$ cat config.mk
export PLATFORM = sky130hd
export DESIGN_NAME = sync_to_async_tx
export DESIGN_NICKNAME = d
export VERILOG_FILES = /design/src/rtl/sync_to_async_tx.sv
export SDC_FILE = /design/constraint.sdc
export NUM_CORES = 1
export LEC_CHECK = 0
export CAP_MARGIN = 20
export CELL_PAD_IN_SITES_DETAIL_PLACEMENT = 0
export CELL_PAD_IN_SITES_GLOBAL_PLACEMENT = 1
export CORE_MARGIN = 5
export CORE_UTILIZATION = 45
export DETAILED_ROUTE_END_ITERATION = 10
export HOLD_SLACK_MARGIN = 0.05
export PLACE_DENSITY_LB_ADDON = 0.05
export SYNTH_ARGS = -nofsm -noshare
export SYNTH_HDL_FRONTEND = slang
export SYNTH_SLANG_ARGS = --single-unit
$ cat constraint.sdc
create_clock -name clk -period 2.36 [get_ports clk]
set_input_delay 0.354 -clock clk [delete_from_list [all_inputs] [get_ports clk]]
set_output_delay 0.354 -clock clk [all_outputs]
set_load 0.1 [all_outputs]
$ cat src/rtl/sync_to_async_tx.sv
// Synchronous valid/ready to 4-phase bundled-data bridge with a small FIFO and an ack_in synchroniser.
// Optional ack watchdog (timeout_err port) is compiled in when ACK_TIMEOUT_EN is defined.
module sync_to_async_tx #(
    parameter int DATA_W         = 8,
    parameter int FIFO_DEPTH     = 4,
    parameter int SYNC_STAGES    = 2,
    parameter int SETUP_CYCLES   = 1,
    parameter int TIMEOUT_CYCLES = 255
) (
    input  logic                          clk,
    input  logic                          rst,
    input  logic [DATA_W-1:0]             in_data,
    input  logic                          in_valid,
    output logic                          in_ready,
    output logic [DATA_W-1:0]             data_out,
    output logic                          req_out,
    input  logic                          ack_in,
    output logic                          busy,
    output logic [$clog2(FIFO_DEPTH):0]   fifo_count
`ifdef ACK_TIMEOUT_EN
    ,
    output logic                          timeout_err
`endif
);
    localparam int AW = $clog2(FIFO_DEPTH);
    localparam int PW = AW + 1;
    localparam int SW = (SETUP_CYCLES > 1) ? $clog2(SETUP_CYCLES) : 1;
    localparam logic [PW-1:0] FULL_CNT   = PW'(FIFO_DEPTH);
    localparam logic [SW-1:0] SETUP_LAST = SW'(SETUP_CYCLES - 1);

    if (FIFO_DEPTH < 2 || (FIFO_DEPTH & (FIFO_DEPTH - 1)) != 0) begin : g_bad_depth
        $error("FIFO_DEPTH must be a power of 2 and at least 2");
    end
    if (SYNC_STAGES < 2) begin : g_bad_sync
        $error("SYNC_STAGES must be at least 2");
    end
    if (SETUP_CYCLES < 1 || TIMEOUT_CYCLES < 1) begin : g_bad_cycles
        $error("SETUP_CYCLES and TIMEOUT_CYCLES must be at least 1");
    end

    typedef enum logic [1:0] {IDLE, SETUP, REQ_HI, REQ_LO} state_t;

    state_t                   state_q, state_d;
    logic                     req_d, pop, push, full, empty;
    logic [SW-1:0]            setup_cnt, cnt_d;
    logic [PW-1:0]            wr_ptr, rd_ptr;
    logic [DATA_W-1:0]        mem [FIFO_DEPTH];
    logic [SYNC_STAGES-1:0]   ack_sync, sync_vld;
    logic                     ack_s, ack_clear;

    // sync_vld fills behind reset so the cleared synchroniser is not mistaken
    // for a low acknowledge while a stale ack_in is still high.
    always_ff @(posedge clk) begin
        if (rst) begin
            ack_sync <= '0;
            sync_vld <= '0;
        end else begin
            ack_sync <= {ack_sync[SYNC_STAGES-2:0], ack_in};
            sync_vld <= {sync_vld[SYNC_STAGES-2:0], 1'b1};
        end
    end

    assign ack_s     = ack_sync[SYNC_STAGES-1];
    assign ack_clear = sync_vld[SYNC_STAGES-1] && !ack_s;

    assign fifo_count = wr_ptr - rd_ptr;
    assign full       = (fifo_count == FULL_CNT);
    assign empty      = (wr_ptr == rd_ptr);
    assign in_ready   = !full;
    assign push       = in_valid && in_ready;
    assign busy       = (state_q != IDLE) || (fifo_count != '0);

    always_comb begin
        state_d = state_q;
        req_d   = req_out;
        cnt_d   = setup_cnt;
        pop     = 1'b0;
        case (state_q)
            IDLE: if (!empty && ack_clear) begin
                pop     = 1'b1;
                cnt_d   = '0;
                state_d = SETUP;
            end
            SETUP: if (setup_cnt == SETUP_LAST) begin
                req_d   = 1'b1;
                state_d = REQ_HI;
            end else begin
                cnt_d = setup_cnt + SW'(1);
            end
            REQ_HI: if (ack_s) begin
                req_d   = 1'b0;
                state_d = REQ_LO;
            end
            REQ_LO: if (!ack_s) state_d = IDLE;
            default: state_d = IDLE;
        endcase
    end

    always_ff @(posedge clk) begin
        if (rst) begin
            state_q   <= IDLE;
            req_out   <= 1'b0;
            data_out  <= '0;
            setup_cnt <= '0;
            wr_ptr    <= '0;
            rd_ptr    <= '0;
        end else begin
            state_q   <= state_d;
            req_out   <= req_d;
            setup_cnt <= cnt_d;
            if (push) wr_ptr <= wr_ptr + PW'(1);
            if (pop) begin
                rd_ptr   <= rd_ptr + PW'(1);
                data_out <= mem[rd_ptr[AW-1:0]];
            end
        end
    end

    always_ff @(posedge clk) begin
        if (push) mem[wr_ptr[AW-1:0]] <= in_data;
    end

`ifdef ACK_TIMEOUT_EN
    localparam int TW = $clog2(TIMEOUT_CYCLES + 1);
    logic [TW-1:0] wd_cnt;
    logic          wd_entry, wd_active;

    assign wd_entry  = (state_d != state_q) && (state_d == REQ_HI || state_d == REQ_LO);
    assign wd_active = (state_q == REQ_HI) || (state_q == REQ_LO);

    // Error latches on the same edge the count reaches the limit; the FSM keeps waiting.
    always_ff @(posedge clk) begin
        if (rst) begin
            wd_cnt      <= '0;
            timeout_err <= 1'b0;
        end else if (wd_entry) begin
            wd_cnt <= '0;
        end else if (wd_active) begin
            if (wd_cnt != TW'(TIMEOUT_CYCLES)) wd_cnt <= wd_cnt + TW'(1);
            if (wd_cnt == TW'(TIMEOUT_CYCLES - 1)) timeout_err <= 1'b1;
        end
    end
`endif

endmodule

==> reports/qor.txt, run 1 <==
Commonest non-fill, non-tap cell in the layout - edfxtp_1
CP startpoint kind - register
CTS Buf Count - 5
Worst-path clk slew - 90 ps
Critical path, cell by cell - inv_4, ha_4, fa_2, xor3_4, nand4b_1, buf_12
Failing checks - negative setup slack
DR pass1 iterations - 4
Worst skew pair latency - 300 ps
Site row count - 25
H-tree lvl count - 2
Post-Route Setup TNS - -50.6 ps
DP HPWL - 2.80 mm
CP max FO - 5
Fin cells - 253
Layout Nets - 209
Avg WL per Cell - 15.5 um
Most frequent cells in the layout - 32 x edfxtp_1, 19 x dfxtp_1, 18 x nor2_1, 18 x buf_4
Multiplexer area fraction after synthesis - 0.132
Area of the core - 0.00472 mm^2
Final setup margin - -50.6 ps
Total track usage - 0.138
Min-delay worst type - reg -> reg
CP endpoint kind - output port
Final Instance Area - 0.00272 mm^2
Placed cells - 242
Synthesized area - 0.00220 mm^2
Vias per cell - 4.84
Endpoints failing setup - 1
Seq/Total Area, Yosys - 0.627
Initial antenna violation count - 0
Sink Count - 53
RSZ-0062 raised after global routing - yes
Via count - 1,225
Fmax - 0.415 GHz
Synthesized area per cell - 14.8 um^2
Final Cycle Share - 1.02
TritonCTS clock tree - built
Die area - 0.00639 mm^2
Critical path type - reg -> out
Vias in the first global route - 1,323
Initial drt markers - 37
Top Ports - 26
Compound-Gate Fraction of Synth Area - 0.0415
Seq cells post-synth - 53
Final Slew Violations - 0
Hold-critical path depth - 1
Antenna Cells - 0
Synthesized Nets - 173
Crit-path max cell delay - 390 ps
Min Tclk post-route - 2410 ps
Cell leakage power - 1.07 nW
Setup Skew - 5.43 ps
Total Wirelength - 3.91 mm
I/O Buffers - 25
WP data arrival - 2060 ps
Slew HR - 0.737
R2R depth - 7
Root Driver - clkbuf_8
Cell variety after synth - 30
DRC - 0
Die X - 80.0 um
Synthesis Warnings - 0
# hold bufs at CTS - 0
RD Place Congestion - 0.799
# Max-Cap Violations - 0
Pre-CTS WS - -5.13 ps
Initial Utilization - 0.466
CP max stage cell - dfxtp_4
Fraction of layout instances using a drive strength above 1 - 0.269
Hold Vio Cnt, Final - 0
DP Area - 0.00260 mm^2
Antenna Nets Post-Route - 0
GRT overflow - 0
Worst IR Drop VDD - 499 uV
Critical Path RT - 2010 ps
Bufs on Longest Clock Path - 2
Largest family of logic cells by synthesized area - multiplexers
Adder-Cell Fraction of Synth Area - 0.0716
Final Util - 0.576
Die Y - 80.0 um
XOR/XNOR share of the synthesized area - 0.0273
First-pass GRT wire length - 6.45 mm
Pin count of the biggest net entering global routing - 17
Syn Inst Count - 149
Slew @ Worst Pin - 394 ps
Hold_ws - 445 ps
Synth Area in Simple Gates - 0.0710
Final Power - 2.34 mW
Pwr Density - 861 mW/mm^2
Status - finished with violations
Layout Area Growth over Synthesis - 23.6%
[synthesized netlist by cell type]
| library cell | number | share of area |
|---|---|---|
| or3_1 | 1 | 0.0028 |
| o21a_1 | 1 | 0.0034 |
| a211oi_1 | 1 | 0.0034 |
| buf_1 | 1 | 0.0017 |
| clkbuf_1 | 2 | 0.0034 |
| nor2_1 | 18 | 0.031 |
| xor3_2 | 1 | 0.011 |
| xnor2_1 | 2 | 0.0080 |
| nand3_1 | 1 | 0.0023 |
| nand2b_1 | 1 | 0.0028 |
| a22oi_1 | 1 | 0.0034 |
| a31oi_2 | 1 | 0.0057 |
| buf_2 | 1 | 0.0023 |
| nand2_1 | 5 | 0.0085 |
| fa_1 | 1 | 0.0091 |
| nor2b_1 | 4 | 0.011 |
| and2_1 | 3 | 0.0085 |
| edfxtp_1 | 32 | 0.44 |
| nand4b_1 | 1 | 0.0040 |
| o2111ai_2 | 1 | 0.0068 |
| a31oi_4 | 1 | 0.0097 |
| o21ai_1 | 1 | 0.0023 |
| ha_1 | 11 | 0.062 |
| xor2_1 | 2 | 0.0080 |
| buf_4 | 1 | 0.0034 |
| a21oi_1 | 3 | 0.0068 |
| inv_1 | 11 | 0.019 |
| dfxtp_1 | 21 | 0.19 |
| mux2i_1 | 11 | 0.050 |
| mux4_2 | 8 | 0.082 |
[layer usage]
metal  vias up  GRT usage  share of wire
met2        16      0.240           0.52
met5         -          0              0
met3         7     0.0271          0.023
met1       602      0.162           0.43
li1        600          -              -
met4         0     0.0659          0.018
[cell families (layout without fill, tap and decap cells)]
| group | after synthesis | count (layout) |
|---|---|---|
| compound gates | 10 | 10 |
| xor+xnor | 5 | 5 |
| fa+ha+maj | 12 | 12 |
| buf+inv | 16 | 53 |
| flops | 53 | 53 |
| mux | 19 | 19 |
| simple gates | 34 | 34 |
[state kept, by name, summed over array words and instances, names as in the netlist]
register and cells:
mem 32, data_out 8, rd_ptr 3, wr_ptr 3, ack_sync 2, state_q 2, sync_vld 2, req_out 1
[repair_timing]
item / 4_1_cts / 5_1_grt
setup buffers: 0 / 3
pin swaps: 1 / 0
endpoints found under the setup margin: 13 / 2
gates resized for setup: 5 / 1
[power by group]
part / internal, mW / switching [mW] / total (mW)
logic: 0.276 / 0.482 / 0.758
clock network: 0.212 / 0.286 / 0.498
registers: 1.06 / 0.0334 / 1.09
total: 1.54 / 0.802 / 2.34
[area by class of cell]
class	instances	area [um^2]
Inverter	11	43.8
Clock inverter	2	13.8
Fill cell	388	2000
Clock buffer	6	72.6
Timing Repair Buffer	34	345
Tap cell	67	83.8
Multi-Input combinational cell	80	777
Sequential cell	53	1390
[critical path: cells and delay by family (launching register included)]
| family | cells | cell delay, ps |
|---|---|---|
| adder cells (fa/ha/maj) | 2 | 480 |
| flip-flops | 1 | 390 |
| XOR/XNOR | 1 | 350 |
| buffers and inverters | 2 | 270 |
| AND/OR/NAND/NOR | 1 | 260 |
[path summary, 6_finish.rpt]
check / start / end / slack [ps]
setup / recovery: wr_ptr[0]$_SDFFE_PP0P_ / busy / -50
hold / removal: sync_vld[0]$_DFF_P_ / sync_vld[1]$_SDFF_PP0_ / 450
setup reg to reg: wr_ptr[0]$_SDFFE_PP0P_ / mem[0][7]$_DFFE_PP_ / 80
hold reg to reg: sync_vld[0]$_DFF_P_ / sync_vld[1]$_SDFF_PP0_ / 450
Note: power is estimated with default switching activity, not from simulation.
==> run 2: changes to the inputs <==
--- a/config.mk
+++ b/config.mk
@@ -8,7 +8,7 @@
 export CAP_MARGIN = 20
 export CELL_PAD_IN_SITES_DETAIL_PLACEMENT = 0
 export CELL_PAD_IN_SITES_GLOBAL_PLACEMENT = 1
-export CORE_MARGIN = 5
+export CORE_MARGIN = 2
 export CORE_UTILIZATION = 45
 export DETAILED_ROUTE_END_ITERATION = 10
 export HOLD_SLACK_MARGIN = 0.05
==> constraint.sdc (replaced) <==
create_clock -name clk -period 2.7 [get_ports clk]
set_input_delay 0.405 -clock clk [delete_from_list [all_inputs] [get_ports clk]]
set_output_delay 0.405 -clock clk [all_outputs]
set_load 0.1 [all_outputs]
==> run 2 against run 1 <==
Against the previous run:
- the run now ends clean
- combinational power is 17% lower
- die area is 14% lower
- core utilization is 0.98 points lower
- via count is 1.2% lower
==> reports/qor.txt, run 2 (synthesis gave the netlist of run 1 again) <==
Sink Count - 53
Post-CTS Repair Setup Buffers - 0
DR WL met2 - 1.84 mm
Site row count - 25
Final Util - 0.567
RD Place Congestion - 0.808
Final Slew Violations - 0
Wl on met1 - 1.57 mm
First-pass GRT wire length - 5.89 mm
Worst IR Drop VDD - 414 uV
Post-CTS resize count - 0
Pin count of the biggest net entering global routing - 18
Critical path type - reg -> out
DR pass1 iterations - 4
Vias per cell - 4.88
Slew @ Worst Pin - 898 ps
Initial Utilization - 0.466
Bufs on Longest Clock Path - 2
Layout Area Growth over Synthesis - 21.5%
Hold Vio Cnt, Final - 0
Pwr Density - 764 mW/mm^2
Worst-path clk slew - 90 ps
Antenna Cells - 0
Initial drt markers - 79
Die X - 74.0 um
Status - finished, final reports clean
Via count - 1,210
Total Wirelength - 3.64 mm
Top Ports - 26
Avg WL per Cell - 14.7 um
Cell leakage power - 1.05 nW
# Max-Cap Violations - 0
Most frequent cells in the layout - 32 x edfxtp_1, 20 x dfxtp_1, 18 x nor2_1
Max Used Layer - met4
CP max FO - 5
H-tree lvl count - 2
WP data arrival - 2080 ps
RSZ-0062 raised after global routing - no
DRC - 0
Min-delay worst type - reg -> reg
Root Driver - clkbuf_8
GRT overflow - 0
Final setup margin - 211 ps
Total track usage - 0.153
Commonest non-fill, non-tap cell in the layout - edfxtp_1
Setup Skew - 8.87 ps
Max reg flops - 32
Vias in the first global route - 1,183
CP startpoint kind - register
Min Tclk post-route - 2490 ps
FILL cells - 395
Area of the core - 0.00472 mm^2
Fraction of layout instances using a drive strength above 1 - 0.232
# hold bufs at CTS - 0
Endpoints failing setup - 0
CTS Buf Count - 5
Final Cycle Share - 0.922
CP endpoint kind - output port
Layout Nets - 204
Slew HR - 0.401
Initial antenna violation count - 0
Die Y - 74.0 um
DP HPWL - 2.69 mm
Critical Path RT - 2300 ps
Worst skew pair latency - 300 ps
I/O Buffers - 25
Pre-CTS WS - 346 ps
Die area - 0.00547 mm^2
TritonCTS clock tree - built
Fmax - 0.402 GHz
WL met3 - 144 um
Antenna Nets Post-Route - 0
## run 2: worst max-delay path, cell delays in order (launching register included)
cell and delay (ps):
dfxtp_2 380, inv_2 70, ha_4 160, fa_2 330
xor3_4 380, nand4b_1 260, buf_12 210
## run 2: through the flow
stage                     hold slack (ps)  TNS (ps)  total power, mW  instance area (um^2)  instances
after CTS                             451         0             2.07                  2680        248
after detailed placement              430         0             1.60                  2580        240
after floorplan                       414      -180             1.42                  2220        149
after global placement                430         0             1.60                  2580        240
final                                 444         0             2.04                  2680        248
after global routing                  468         0             2.15                  2680        248
## run 2: worst paths after layout
path	to	from	slack, ps	cells after the start
setup / recovery	busy	wr_ptr[0]$_SDFFE_PP0P_	210	6
hold / removal	ack_sync[1]$_SDFF_PP0_	ack_sync[0]$_SDFF_PP0_	440	1
setup reg to reg	mem[2][7]$_DFFE_PP_	wr_ptr[0]$_SDFFE_PP0P_	350	6
hold reg to reg	ack_sync[1]$_SDFF_PP0_	ack_sync[0]$_SDFF_PP0_	440	1
## run 2: report_power, final
part	switching (mW)	internal, mW	total (mW)	leakage, nW
clock	0.254	0.213	0.467	0.0518
combinational	0.410	0.217	0.627	0.530
sequential	0.0277	0.922	0.949	0.465
total	0.692	1.35	2.04	1.05
## run 2: layout make-up
type                    instances  area [um^2]  share of cell area
clock buffers                   6         82.6              0.0309
clock inverters                 2         17.5             0.00655
inverters                      11         41.3              0.0154
multi-input cells              80          773               0.289
flip-flops and latches         53         1380               0.517
well taps                      67         83.8              0.0313
repair buffers                 29          295               0.110
## run 2: layer usage
layer | global-route usage | vias to the layer above
met5 | 0 | -
met4 | 0.0727 | 0
met3 | 0.0420 | 7
met2 | 0.244 | 20
met1 | 0.196 | 595
li1 | - | 588
==> run 3: changes to the inputs <==
--- a/config.mk
+++ b/config.mk
@@ -5,11 +5,10 @@
 export SDC_FILE = /design/constraint.sdc
 export NUM_CORES = 1
 export LEC_CHECK = 0
-export CAP_MARGIN = 20
-export CELL_PAD_IN_SITES_DETAIL_PLACEMENT = 0
-export CELL_PAD_IN_SITES_GLOBAL_PLACEMENT = 1
+export CELL_PAD_IN_SITES_DETAIL_PLACEMENT = 2
+export CELL_PAD_IN_SITES_GLOBAL_PLACEMENT = 2
 export CORE_MARGIN = 2
-export CORE_UTILIZATION = 45
+export CORE_UTILIZATION = 39
 export DETAILED_ROUTE_END_ITERATION = 10
 export HOLD_SLACK_MARGIN = 0.05
 export PLACE_DENSITY_LB_ADDON = 0.05
==> run 3 against run 2 <==
Against the previous run:
- maximum frequency decreased by 0.94%
- first-iteration DRC count grew 24%
- largest cell class unchanged
- critical endpoint unchanged
- sequential cell count unchanged
- combinational power grew 3.5%
==> reports/qor.txt, run 3 (synthesis gave the netlist of run 1 again) <==
Status - finished, final reports clean
H-tree lvl count - 2
CTS Buf Count - 5
Site row count - 27
GRT overflow - 0
# Max-Cap Violations - 0
Top Ports - 26
Layout Nets - 204
CP endpoint kind - output port
Total track usage - 0.175
Via count - 1,250
Post-CTS Repair Setup Buffers - 0
Initial antenna violation count - 0
Hold_sp - sync_vld[0]$_DFF_P_
RD Place Congestion - 0.775
WP data arrival - 2110 ps
Hold-critical path depth - 1
Die X - 79.1 um
Avg WL per Cell - 20.0 um
I/O Buffers - 25
First-pass GRT wire length - 7.84 mm
Sink Count - 53
# hold bufs at CTS - 0
Total Wirelength - 5.07 mm
Layout Area Growth over Synthesis - 21.9%
TritonCTS clock tree - built
Min Tclk post-route - 2510 ps
Critical path type - reg -> out
Final Cycle Share - 0.931
Antenna Nets Post-Route - 0
R2R depth - 6
Fmax - 0.398 GHz
DP HPWL - 3.94 mm
Commonest non-fill, non-tap cell in the layout - edfxtp_1
Vias in the first global route - 1,392
Initial Utilization - 0.402
Multi-input gate area - 773 um^2
Initial drt markers - 98
FF-to-FF setup slack - 270 ps
FILL cells - 541
Post-CTS resize count - 0
Worst reg2reg path startpoint - wr_ptr[0]$_SDFFE_PP0P_
Hold endpoint - sync_vld[1]$_SDFF_PP0_
Slew HR - 0.376
Most frequent cells in the layout - 32 x edfxtp_1, 20 x dfxtp_1, 18 x nor2_1
DRC - 0
Fraction of layout instances using a drive strength above 1 - 0.232
Bufs on Longest Clock Path - 2
Worst skew pair latency - 300 ps
Reg area - 0.00138 mm^2
Worst-path clk slew - 90 ps
Setup Skew - 6.89 ps
Pin count of the biggest net entering global routing - 16
DP Area - 0.00258 mm^2
Pwr Density - 777 mW/mm^2
Final Instance Area - 0.00268 mm^2
Worst IR Drop VDD - 490 uV
DR pass1 iterations - 6
Slew @ Worst Pin - 936 ps
Reg2Reg Capture Point - mem[1][0]$_DFFE_PP_
Root Driver - clkbuf_8
Die Y - 79.1 um
Cell leakage power - 1.05 nW
Hold Vio Cnt, Final - 0
CP max FO - 5
Max reg flops - 32
Critical Path RT - 2300 ps
Area of the core - 0.00547 mm^2
CP startpoint kind - register
Endpoints failing setup - 0
Final Slew Violations - 0
Final Power - 2.09 mW
RSZ-0062 raised after global routing - no
Die area - 0.00626 mm^2
Vias per cell - 4.94
Min-delay worst type - reg -> reg
Antenna Cells - 0
## run 3: worst max-delay path by stage
stage	startpoint	endpoint	cells after the start
after CTS	wr_ptr[0]$_SDFFE_PP0P_	busy	6
after global placement	wr_ptr[0]$_SDFFE_PP0P_	mem[0][7]$_DFFE_PP_	6
after floorplan	wr_ptr[0]$_SDFFE_PP0P_	busy	5
after global routing	wr_ptr[0]$_SDFFE_PP0P_	busy	6
after detailed placement	wr_ptr[0]$_SDFFE_PP0P_	mem[1][2]$_DFFE_PP_	6
final	wr_ptr[0]$_SDFFE_PP0P_	busy	6
## run 3: area by class of cell
cell class,instances,area share
Tap cell,72,0.0336
Inverter,11,0.0154
Clock inverter,1,0.00186
Clock buffer,7,0.0359
Sequential cell,53,0.515
Multi-Input combinational cell,80,0.288
Timing Repair Buffer,29,0.110
## run 3: critical path: stages (launching register included)
cell and delay (ps):
dfxtp_2 390, inv_2 70, ha_4 160, fa_2 330, xor3_4 380, nand4b_1 260, buf_12 210
## run 3: layer usage
metal	wire length (um)	vias to the layer above	share of wire	global-route usage
li1	-	587	-	-
met5	0	-	0	0
met1	2150	639	0.42	0.207
met3	149	6	0.029	0.0364
met4	51	0	0.010	0.0414
met2	2720	18	0.54	0.325
## run 3: power breakdown
group | internal, mW | switching (mW) | leakage, nW
clock network | 0.232 | 0.251 | 0.0542
logic | 0.218 | 0.431 | 0.530
registers | 0.922 | 0.0321 | 0.465
## run 3: metrics by stage
step / util / cells / setup slack (ps) / setup TNS, ps / hold WS [ps]
6_report: 0.490 / 253 / 187 / 0 / 465
5_1_grt: 0.490 / 253 / 91.4 / 0 / 479
4_1_cts: 0.490 / 253 / 166 / 0 / 466
3_5_place_dp: 0.472 / 245 / 230 / 0 / 449
3_3_place_gp: 0.472 / 245 / 377 / 0 / 434
2_1_floorplan: - / 149 / -180 / -180 / 414
==> RTL change: new RTL, settings of run 2 <==
Add a define of `ACK_TIMEOUT_EN`.
--- a/src/rtl/sync_to_async_tx.sv
+++ b/src/rtl/sync_to_async_tx.sv
@@ -2,2 +2,4 @@
 // Optional ack watchdog (timeout_err port) is compiled in when ACK_TIMEOUT_EN is defined.
+`define ACK_TIMEOUT_EN
+
 module sync_to_async_tx #(
Behaviour (old outputs only; new: timeout_err): unchanged (Yosys induction, for registers that start in step).
==> RTL change against run 2 <==
  * Power increased by 16%
  * Largest power group unchanged
  * Setup slack got worse by 0.053 ns
  * Count of clock-buffer cells in the layout up 7
  * Routed wire length up 23%
  * Cell area up 18%
  * Sequential cell count is 9 higher
  * Synthesized area up 16%
==> RTL change: results (changes against run 2) <==
Run status
  – Status: completed (unchanged)

Finish
  – Fillers: 449 (was 395)
  – # diodes: 0 (unchanged)
  – Net count, final: 247 (was 204)
  – Layout cells sized above 1: 22.6% (was 23.2%)

Global routing
  – Vias in the first global route: 1,507 (was 1,183)
  – Initial antenna violation count: 0 (unchanged)
  – First-pass GRT wire length: 7.36 mm (was 5.89 mm)
  – GR Util All Layers: 16.2% (was 15.3%)
  – Largest net degree at the start of global routing: 23 (was 18)

Critical path
  – Crit path max fanout: 5 (unchanged)
  – Slowest CP cell: xor3_4 (was dfxtp_2)
  – Worst flop-to-flop path endpoint: mem[0][5] (was mem[2][7])
  – Worst reg2reg path depth: 6 (unchanged)
  – Critical Path AT: 2.14 ns (was 2.08 ns)
  – Reg-to-Reg Start: wr_ptr[0] (unchanged)
  – Max stage delay on crit path: 0.38 ns (about the same)
  – R2R setup slack: 0.36 ns

Drt
  – Via/cell ratio: 5.11 (was 4.88)
  – Routed wire length: 4.47 mm (was 3.64 mm)
  – Drt pass-1 iters: 4 (unchanged)
  – Initial drt markers: 93 (was 79)
  – Drt wl/cell: 14.8 um (was 14.7 um)

Power
  – Peak supply drop: 0.463 mV (was 0.414 mV)
  – Static leakage: 1.23 nW (was 1.05 nW)

STA
  – Clock skew: 0.00738 ns (was 0.00887 ns)
  – Hold Slack: 0.444 ns (about the same)
  – Slew margin rel.: 56.5% (was 40.1%)

Clock tree
  – Clock Pin Slew Worst Setup and Hold Paths: 0.06 ns (was 0.09 ns)
  – Num CTS Buffers: 9 (was 5)
  – Clock latency on the worst-skew pair: 0.33 ns (was 0.30 ns)
  – Clock tree buffer depth: 2 (unchanged)
  – H-tree depth: 3 (was 2)

Worst hold path
  – HP Start: ack_sync[0] (unchanged)
  – Hold path cells: 1 (unchanged)

Synth
  – Ys flop type: edfxtp_1 (unchanged)
  – Yosys cell types: 38 (was 30)
  – Syn Area/Cell: 13.6 um^2 (was 14.8 um^2)
  – Post-synth net total: 210 (was 173)
  – Mux cell area share after synthesis: 11.4% (was 13.2%)
  – Sequential area share after synthesis: 61.3% (was 62.7%)
  – Post-synth EDFFs: 32 (unchanged)
  – Top post-synthesis cells by count: edfxtp_1 (32), dfxtp_1 (30), nor2_1 (22), inv_1 (13), mux2i_1 (10) (was edfxtp_1 (32), dfxtp_1 (21), nor2_1 (18))
  – Adder-Cell Fraction of Synth Area: 5.21% (was 7.16%)
  – Synth top area cells: edfxtp_1 (38%), dfxtp_1 (24%), mux4_2 (7.1%) (was edfxtp_1 (44%), dfxtp_1 (19%), mux4_2 (8.2%))
  – Synth Area in Compound Gates: 5.55% (was 4.15%)
  – XOR/XNOR Fraction of Synth Area: 3.39% (was 2.73%)

Place
  – Inst Count DP: 286 (was 240)
  – Dpl hpwl: 3.14 mm (was 2.69 mm)
  – I/O Buffers: 26 (was 25)
  – Global placement routability congestion: 0.814 (was 0.808)
-- RTL change: worst max path at each step --
stage,start,depth (start not counted),to,slack (ns)
after global routing,wr_ptr[1],5,busy,0.06
after global placement,wr_ptr[0],6,mem[2][3],0.40
after detailed placement,wr_ptr[0],6,mem[0][7],0.33
final,wr_ptr[0],6,busy,0.16
after CTS,wr_ptr[0],6,busy,0.13
after floorplan,wr_ptr[0],5,busy,-0.18
-- RTL change: worst max-delay path: cells and delay by family (launching register included) --
family	cells	cell delay (ns)
buffers and inverters	2	0.29
XOR/XNOR	1	0.38
adder cells (fa/ha/maj)	2	0.49
AND/OR/NAND/NOR	1	0.28
flip-flops	1	0.37
-- RTL change: metrics by stage --
stage               setup TNS, ns  worst slack (ns)  cell area [um^2]
CTS                             0             0.133              3150
finish                          0             0.157              3150
global route                    0            0.0614              3150
global placement                0             0.403              2950
detailed placement              0             0.333              2950
floorplan                  -0.180            -0.180              2570
-- RTL change: metal layers --
metal	GRT usage [%]	vias to the layer above	wire length, um
met5	0	-	0
met2	24.6	47	2160
met1	20.5	744	1990
met4	7.76	0	32
li1	-	748	-
met3	5.91	4	290
-- RTL change: power by group --
group,internal [W],switching [W]
Clock,0.000476,0.000331
Combinational,0.000173,0.000328
Sequential,0.00105,0.0000232
Total,0.00170,0.000682
-- RTL change: area by class of cell --
type / instances / share of cell area (%)
Sequential cell: 62 / 49.6
Multi-Input combinational cell: 107 / 29.5
Timing Repair Buffer: 32 / 10.1
Clock buffer: 13 / 5.05
Tap cell: 72 / 2.86
Inverter: 13 / 1.55
Clock inverter: 3 / 1.35
